## src/rtl/uart_tx_param.sv

```systemverilog
// Parametrised UART transmitter with an internal baud counter, a one-entry
// holding register (valid/ready) and per-frame parity / stop-bit selection.
// Frames are sent start bit, DATA_W data bits LSB first, optional parity,
// then one or two stop bits. A word waiting in the holding register is
// loaded on the last cycle of the stop bit so consecutive frames have no gap.
module uart_tx_param #(
    parameter int DATA_W       = 8,
    parameter int CLKS_PER_BIT = 87
) (
    input  logic              clk,
    input  logic              rst,
    input  logic [DATA_W-1:0] din,
    input  logic              din_valid,
    output logic              din_ready,
    input  logic              par_en,
    input  logic              par_odd,
    input  logic              stop2,
    output logic              tx,
    output logic              busy,
    output logic              done
);

    localparam int CNT_W = (CLKS_PER_BIT > 1) ? $clog2(CLKS_PER_BIT) : 1;
    localparam int IDX_W = $clog2(DATA_W);

    localparam logic [CNT_W-1:0] CNT_LAST = CNT_W'(CLKS_PER_BIT - 1);
    localparam logic [CNT_W-1:0] CNT_PRE  = CNT_W'(CLKS_PER_BIT - 2);
    localparam logic [IDX_W-1:0] IDX_LAST = IDX_W'(DATA_W - 1);

    typedef enum logic [2:0] {
        ST_IDLE   = 3'd0,
        ST_START  = 3'd1,
        ST_DATA   = 3'd2,
        ST_PARITY = 3'd3,
        ST_STOP   = 3'd4
    } state_t;

    // Parity over the data bits only; odd parity is the inverted XOR.
    function automatic logic parity_bit(input logic [DATA_W-1:0] d, input logic odd);
        return (^d) ^ odd;
    endfunction

    // Holding register
    logic              hold_full_r;
    logic [DATA_W-1:0] hold_data_r;
    logic              hold_par_en_r;
    logic              hold_par_odd_r;
    logic              hold_stop2_r;

    // Frame registers (copied at load, stable for the whole frame)
    logic [DATA_W-1:0] frm_data_r;
    logic              frm_par_en_r;
    logic              frm_par_bit_r;
    logic              frm_stop2_r;

    // Sequencer state
    state_t            state_r;
    logic [CNT_W-1:0]  cnt_r;
    logic [IDX_W-1:0]  idx_r;
    logic              stop_cnt_r;

    logic              last_stop_s;
    logic              stop_end_s;
    logic              load_s;
    logic              xfer_s;

    assign din_ready = !hold_full_r;

    // Decode transfer, last stop period and shifter load conditions.
    always_comb begin
        last_stop_s = 1'b0;
        stop_end_s  = 1'b0;
        load_s      = 1'b0;
        xfer_s      = 1'b0;
        if (!frm_stop2_r || stop_cnt_r) begin
            last_stop_s = 1'b1;
        end else begin
            last_stop_s = 1'b0;
        end
        if ((state_r == ST_STOP) && (cnt_r == CNT_LAST) && last_stop_s) begin
            stop_end_s = 1'b1;
        end else begin
            stop_end_s = 1'b0;
        end
        if (hold_full_r && ((state_r == ST_IDLE) || stop_end_s)) begin
            load_s = 1'b1;
        end else begin
            load_s = 1'b0;
        end
        if (din_valid && !hold_full_r) begin
            xfer_s = 1'b1;
        end else begin
            xfer_s = 1'b0;
        end
    end

    // Holding register: capture on transfer, empty when the shifter loads.
    always_ff @(posedge clk) begin
        if (!rst) begin
            hold_full_r    <= 1'b0;
            hold_data_r    <= '0;
            hold_par_en_r  <= 1'b0;
            hold_par_odd_r <= 1'b0;
            hold_stop2_r   <= 1'b0;
        end else if (xfer_s) begin
            hold_full_r    <= 1'b1;
            hold_data_r    <= din;
            hold_par_en_r  <= par_en;
            hold_par_odd_r <= par_odd;
            hold_stop2_r   <= stop2;
        end else if (load_s) begin
            hold_full_r    <= 1'b0;
        end else begin
            hold_full_r    <= hold_full_r;
        end
    end

    // Frame sequencer: state, baud/bit/stop counters and registered tx/busy/done.
    always_ff @(posedge clk) begin
        if (!rst) begin
            state_r       <= ST_IDLE;
            cnt_r         <= '0;
            idx_r         <= '0;
            stop_cnt_r    <= 1'b0;
            tx            <= 1'b1;
            busy          <= 1'b0;
            done          <= 1'b0;
            frm_data_r    <= '0;
            frm_par_en_r  <= 1'b0;
            frm_par_bit_r <= 1'b0;
            frm_stop2_r   <= 1'b0;
        end else begin
            // done is high exactly during the last clk of the final stop bit
            done <= (state_r == ST_STOP) && last_stop_s && (cnt_r == CNT_PRE);
            if (load_s) begin
                frm_data_r    <= hold_data_r;
                frm_par_en_r  <= hold_par_en_r;
                frm_par_bit_r <= parity_bit(hold_data_r, hold_par_odd_r);
                frm_stop2_r   <= hold_stop2_r;
            end
            case (state_r)
                ST_IDLE: begin
                    cnt_r      <= '0;
                    idx_r      <= '0;
                    stop_cnt_r <= 1'b0;
                    if (load_s) begin
                        state_r <= ST_START;
                        tx      <= 1'b0;
                        busy    <= 1'b1;
                    end else begin
                        tx      <= 1'b1;
                        busy    <= 1'b0;
                    end
                end
                ST_START: begin
                    if (cnt_r == CNT_LAST) begin
                        cnt_r   <= '0;
                        idx_r   <= '0;
                        state_r <= ST_DATA;
                        tx      <= frm_data_r[0];
                    end else begin
                        cnt_r   <= cnt_r + CNT_W'(1);
                    end
                end
                ST_DATA: begin
                    if (cnt_r == CNT_LAST) begin
                        cnt_r <= '0;
                        if (idx_r == IDX_LAST) begin
                            if (frm_par_en_r) begin
                                state_r <= ST_PARITY;
                                tx      <= frm_par_bit_r;
                            end else begin
                                state_r    <= ST_STOP;
                                stop_cnt_r <= 1'b0;
                                tx         <= 1'b1;
                            end
                        end else begin
                            idx_r <= idx_r + IDX_W'(1);
                            tx    <= frm_data_r[idx_r + IDX_W'(1)];
                        end
                    end else begin
                        cnt_r <= cnt_r + CNT_W'(1);
                    end
                end
                ST_PARITY: begin
                    if (cnt_r == CNT_LAST) begin
                        cnt_r      <= '0;
                        state_r    <= ST_STOP;
                        stop_cnt_r <= 1'b0;
                        tx         <= 1'b1;
                    end else begin
                        cnt_r <= cnt_r + CNT_W'(1);
                    end
                end
                ST_STOP: begin
                    if (cnt_r == CNT_LAST) begin
                        cnt_r <= '0;
                        if (last_stop_s) begin
                            stop_cnt_r <= 1'b0;
                            idx_r      <= '0;
                            if (load_s) begin
                                // next frame starts with no idle gap
                                state_r <= ST_START;
                                tx      <= 1'b0;
                                busy    <= 1'b1;
                            end else begin
                                state_r <= ST_IDLE;
                                tx      <= 1'b1;
                                busy    <= 1'b0;
                            end
                        end else begin
                            stop_cnt_r <= 1'b1;
                            tx         <= 1'b1;
                        end
                    end else begin
                        cnt_r <= cnt_r + CNT_W'(1);
                    end
                end
                default: begin
                    state_r    <= ST_IDLE;
                    cnt_r      <= '0;
                    idx_r      <= '0;
                    stop_cnt_r <= 1'b0;
                    tx         <= 1'b1;
                    busy       <= 1'b0;
                end
            endcase
        end
    end

endmodule

```

## config.mk

```make
export PLATFORM = sky130hd
export DESIGN_NAME = uart_tx_param
export DESIGN_NICKNAME = d
export VERILOG_FILES = /design/src/rtl/uart_tx_param.sv
export SDC_FILE = /design/constraint.sdc
export NUM_CORES = 1
export LEC_CHECK = 0
export BUFFER_PORTS_ARGS = -buffer_cell sky130_fd_sc_hd__buf_2
export CELL_PAD_IN_SITES_DETAIL_PLACEMENT = 0
export CELL_PAD_IN_SITES_GLOBAL_PLACEMENT = 1
export CORE_ASPECT_RATIO = 0.9
export CORE_UTILIZATION = 35
export CTS_CLUSTER_SIZE = 10
export DETAILED_ROUTE_END_ITERATION = 7
export PLACE_DENSITY = 0.61
export SYNTH_ARGS = -nofsm -noshare
export SYNTH_HDL_FRONTEND = slang
export SYNTH_SLANG_ARGS = --single-unit
```

## constraint.sdc

```tcl
create_clock -name clk -period 3.3 [get_ports clk]
set_clock_uncertainty 0.2 [all_clocks]
set_input_delay 0.33 -clock clk [delete_from_list [all_inputs] [get_ports clk]]
set_output_delay 0.33 -clock clk [all_outputs]
set_load 0.01 [all_outputs]
```

==> results.py <==
metrics = {
    "die": {
        "io_pins": 18,
        "start_util_pct": 36.6,
        "rows": 26,
        "die_h_microns": 75.4,
        "die_w_microns": 83.6,
        "core-area_sq_mm": 0.00573,
        "dieArea_sq_mm": 0.00630,
    },
    "synth": {
        "ys_warn_count": 0,
        "synth_ff_type": "dfxtp_1",
        "synthArstFlopShare_pct": 0,
        "syn_inst": 244,
        "syn_nets": 263,
        "seq_area_frac_synth_pct": 38.2,
        "yosysTopAreaCell": "dfxtp_1",
        "synth_area_sq_mm": 0.00210,
        "synth-edff-count": 0,
        "synth_top_area_share_pct": 38.2,
        "postSynthAreaPerCell_sq_um": 8.59,
        "ys_types": 53,
        "synth_area_leaders": "dfxtp_1 38%, a21oi_1 8.1%, nand2_1 5.2%, nand3_1 3.1%, ha_1 3.0%",
        "synth-seq-cells": 40,
    },
    "worst_setup_path": {
        "worstPathArrival_ns": 2.11,
        "r2r_start": "cnt_r[4]$_SDFF_PP0_",
        "worstPathBufferInverterCount": 0,
        "crit_family": "simple AND/OR/NAND/NOR gates",
        "setup.worst_path.end_class": "flip-flop",
        "cp_slowest_cell": "nor2b_1",
        "cp.required_ns": 3.27,
        "start_kind": "flip-flop",
        "crit_type": "flip-flop to flip-flop",
        "rr_endpoint": "tx$_SDFFE_PN1P_",
        "r2r_setup_slack_ns": 1.17,
        "cpPeakStageDelay_ns": 0.71,
        "cp_max_fo": 10,
        "path_cells": "nor2b_1 > a31oi_1 > o22a_1 > o32a_1",
        "worst-r2r-cell-count": 4,
    },
    "clock_tree": {
        "cts-resized-gates": 0,
        "cts_max_level": 2,
        "cts_hold_buf": 0,
        "cts_sinks": 40,
        "clkLatencyLatePin_ns": 0.28,
        "post-cts-setup-buffers": 0,
        "clockBufferDepth": 2,
        "cts_made_buffers": 5,
        "clkTransAtPathRegs_ns": 0.08,
        "cts_tree": "yes",
        "root_buffer": "clkbuf_8",
    },
    "power_and_ir_drop": {
        "max-vdd-ir-drop_v": 0.000191,
        "total_power_mw": 0.937,
        "p_leak_nw": 0.846,
        "p_per_area_mw_per_mm2": 413,
    },
    "sta": {
        "tns_ns": 0,
        "setup_violations": 0,
        "min_period_over_period_pct": 64.6,
        "hold_viol_final": 0,
        "fmaxAchievable_ghz": 0.469,
        "worstMarginPinSlew_ns": 0.840,
        "period_needed_ns": 2.13,
        "slew_viol_final": 0,
        "max_slew_margin_pct": 43.9,
        "rsz0062_at_grt": "no",
    },
    "outcome": {
        "outcome": "finished, final reports clean",
    },
    "global_route": {
        "grt_pass1_vias": 1587,
        "grt_start_max_net_pins": 17,
        "grt.total_usage_pct": 16.3,
        "grt_pass1_wl_microns": 8130,
        "antenna_found_initial": 0,
        "grt_overflow": 0,
    },
    "layout": {
        "diodes": 0,
        "layout_commonest_cell": "dfxtp_1",
        "layout_common_cells": "40 x dfxtp_1, 34 x a21oi_1, 29 x nand2_1",
        "layout.nets": 273,
        "drive_gt1_share_pct": 15.0,
        "finish.utilization_pct": 39.7,
        "syn_to_final_growth_pct": 8.42,
    },
    "route": {
        "drc": 0,
        "antenna_left": 0,
        "vias_per_cell": 5.39,
        "drt_pass1_iterations": 4,
        "wl_per_cell_microns": 15.2,
        "wirelength_microns": 4910,
        "drt_iter0_drc": 170,
        "num_vias": 1747,
    },
    "place": {
        "portBuffers": 17,
        "globalplace.congestion": 0.818,
        "dpl.hpwl_microns": 3490,
    },
    "min_path": {
        "hold_class": "primary input to flip-flop",
        "hold_end": "hold_data_r[1]$_SDFFE_PN0P_",
        "min_path_cells": 3,
        "min_from": "din[1]",
    },
    "flow_run": {
        "max_cap_violations": 0,
    },
}
## worst reg2reg max path, cell delays in order (launching register included)
cell     delay, ns
dfxtp_1       0.42
nor2b_1       0.71
a31oi_1       0.19
o22a_1        0.23
o32a_1        0.28
## worst max path at each step
stage | startpoint | end | depth (start not counted) | slack, ns
floorplan | idx_r[0]$_SDFFE_PN0P_ | state_r[1]$_SDFFE_PN0P_ | 6 | 1.49
CTS | cnt_r[0]$_SDFF_PP0_ | tx$_SDFFE_PN1P_ | 6 | 1.22
global placement | cnt_r[4]$_SDFF_PP0_ | idx_r[1]$_SDFFE_PN0P_ | 4 | 1.20
detailed placement | cnt_r[0]$_SDFF_PP0_ | tx$_SDFFE_PN1P_ | 6 | 1.25
global route | cnt_r[4]$_SDFF_PP0_ | idx_r[2]$_SDFFE_PN0P_ | 4 | 1.00
finish | cnt_r[4]$_SDFF_PP0_ | tx$_SDFFE_PN1P_ | 4 | 1.17
## final cells by class
cell class,instances,area (sq um)
Tap cell,70,87.6
Fill cell,617,3450
Multi-Input combinational cell,183,1180
Inverter,5,18.8
Clock buffer,5,68.8
Timing Repair Buffer,19,100
Sequential cell,40,801
Clock inverter,2,12.5
## power breakdown
group,total [mW],internal (mW),switching [mW]
sequential,0.520,0.501,0.0194
clock,0.311,0.143,0.167
combinational,0.107,0.0463,0.0606
total,0.937,0.690,0.247
## state kept, by name, summed over array words and instances (netlist names)
name / cells
cnt_r: 7
hold_par_en_r: 1
frm_data_r: 8
hold_data_r: 8
frm_par_en_r: 1
done: 1
state_r: 3
frm_stop2_r: 1
hold_par_odd_r: 1
busy: 1
frm_par_bit_r: 1
hold_stop2_r: 1
tx: 1
stop_cnt_r: 1
hold_full_r: 1
idx_r: 3
## logic make-up after synthesis
logic type      count (synthesis)  synth area share, %
simple gates                   91                 23.2
xor+xnor                       10                 5.49
flops                          40                 38.2
compound gates                 74                 22.1
mux                             3                 2.63
fa+ha+maj                       5                 2.99
buf+inv                        21                 5.31
## metal layers
layer / share of wire (%) / track usage (%) / wire (microns) / up-vias
met5: 0 / 0 / 0 / -
met1: 56 / 24.4 / 2730 / 805
met4: 0.45 / 3.39 / 22 / 0
met2: 41 / 24.3 / 2000 / 35
li1: - / - / - / 905
met3: 3.2 / 3.47 / 158 / 2
## cells in the mapped netlist (2+ instances only)
library cell / n
a21oi_1: 34
a31oi_1: 4
buf_1: 2
buf_2: 2
buf_4: 2
buf_6: 3
clkbuf_1: 7
dfxtp_1: 40
ha_1: 5
inv_1: 5
mux4_2: 2
nand2_1: 29
nand2b_1: 7
nand3_1: 13
nand4_1: 4
nor2_1: 15
nor2b_1: 3
nor3_1: 4
nor3b_1: 2
nor4_1: 3
o21ai_0: 7
o21ai_1: 7
o31a_1: 2
o31ai_1: 6
xnor2_1: 5
xnor3_1: 2
xor2_1: 3
## per-stage QoR
stage / setup WS, ns / instances / instance area (sq um) / hold WS (ns)
2_1_floorplan: 1.49 / 244 / 2100 / 0.237
3_3_place_gp: 1.20 / 317 / 2190 / 0.251
3_5_place_dp: 1.25 / 317 / 2190 / 0.263
4_1_cts: 1.22 / 324 / 2270 / 0.0627
5_1_grt: 1.00 / 324 / 2270 / 0.0656
6_report: 1.17 / 324 / 2270 / 0.0730
Power figures use the tool's default switching activity.
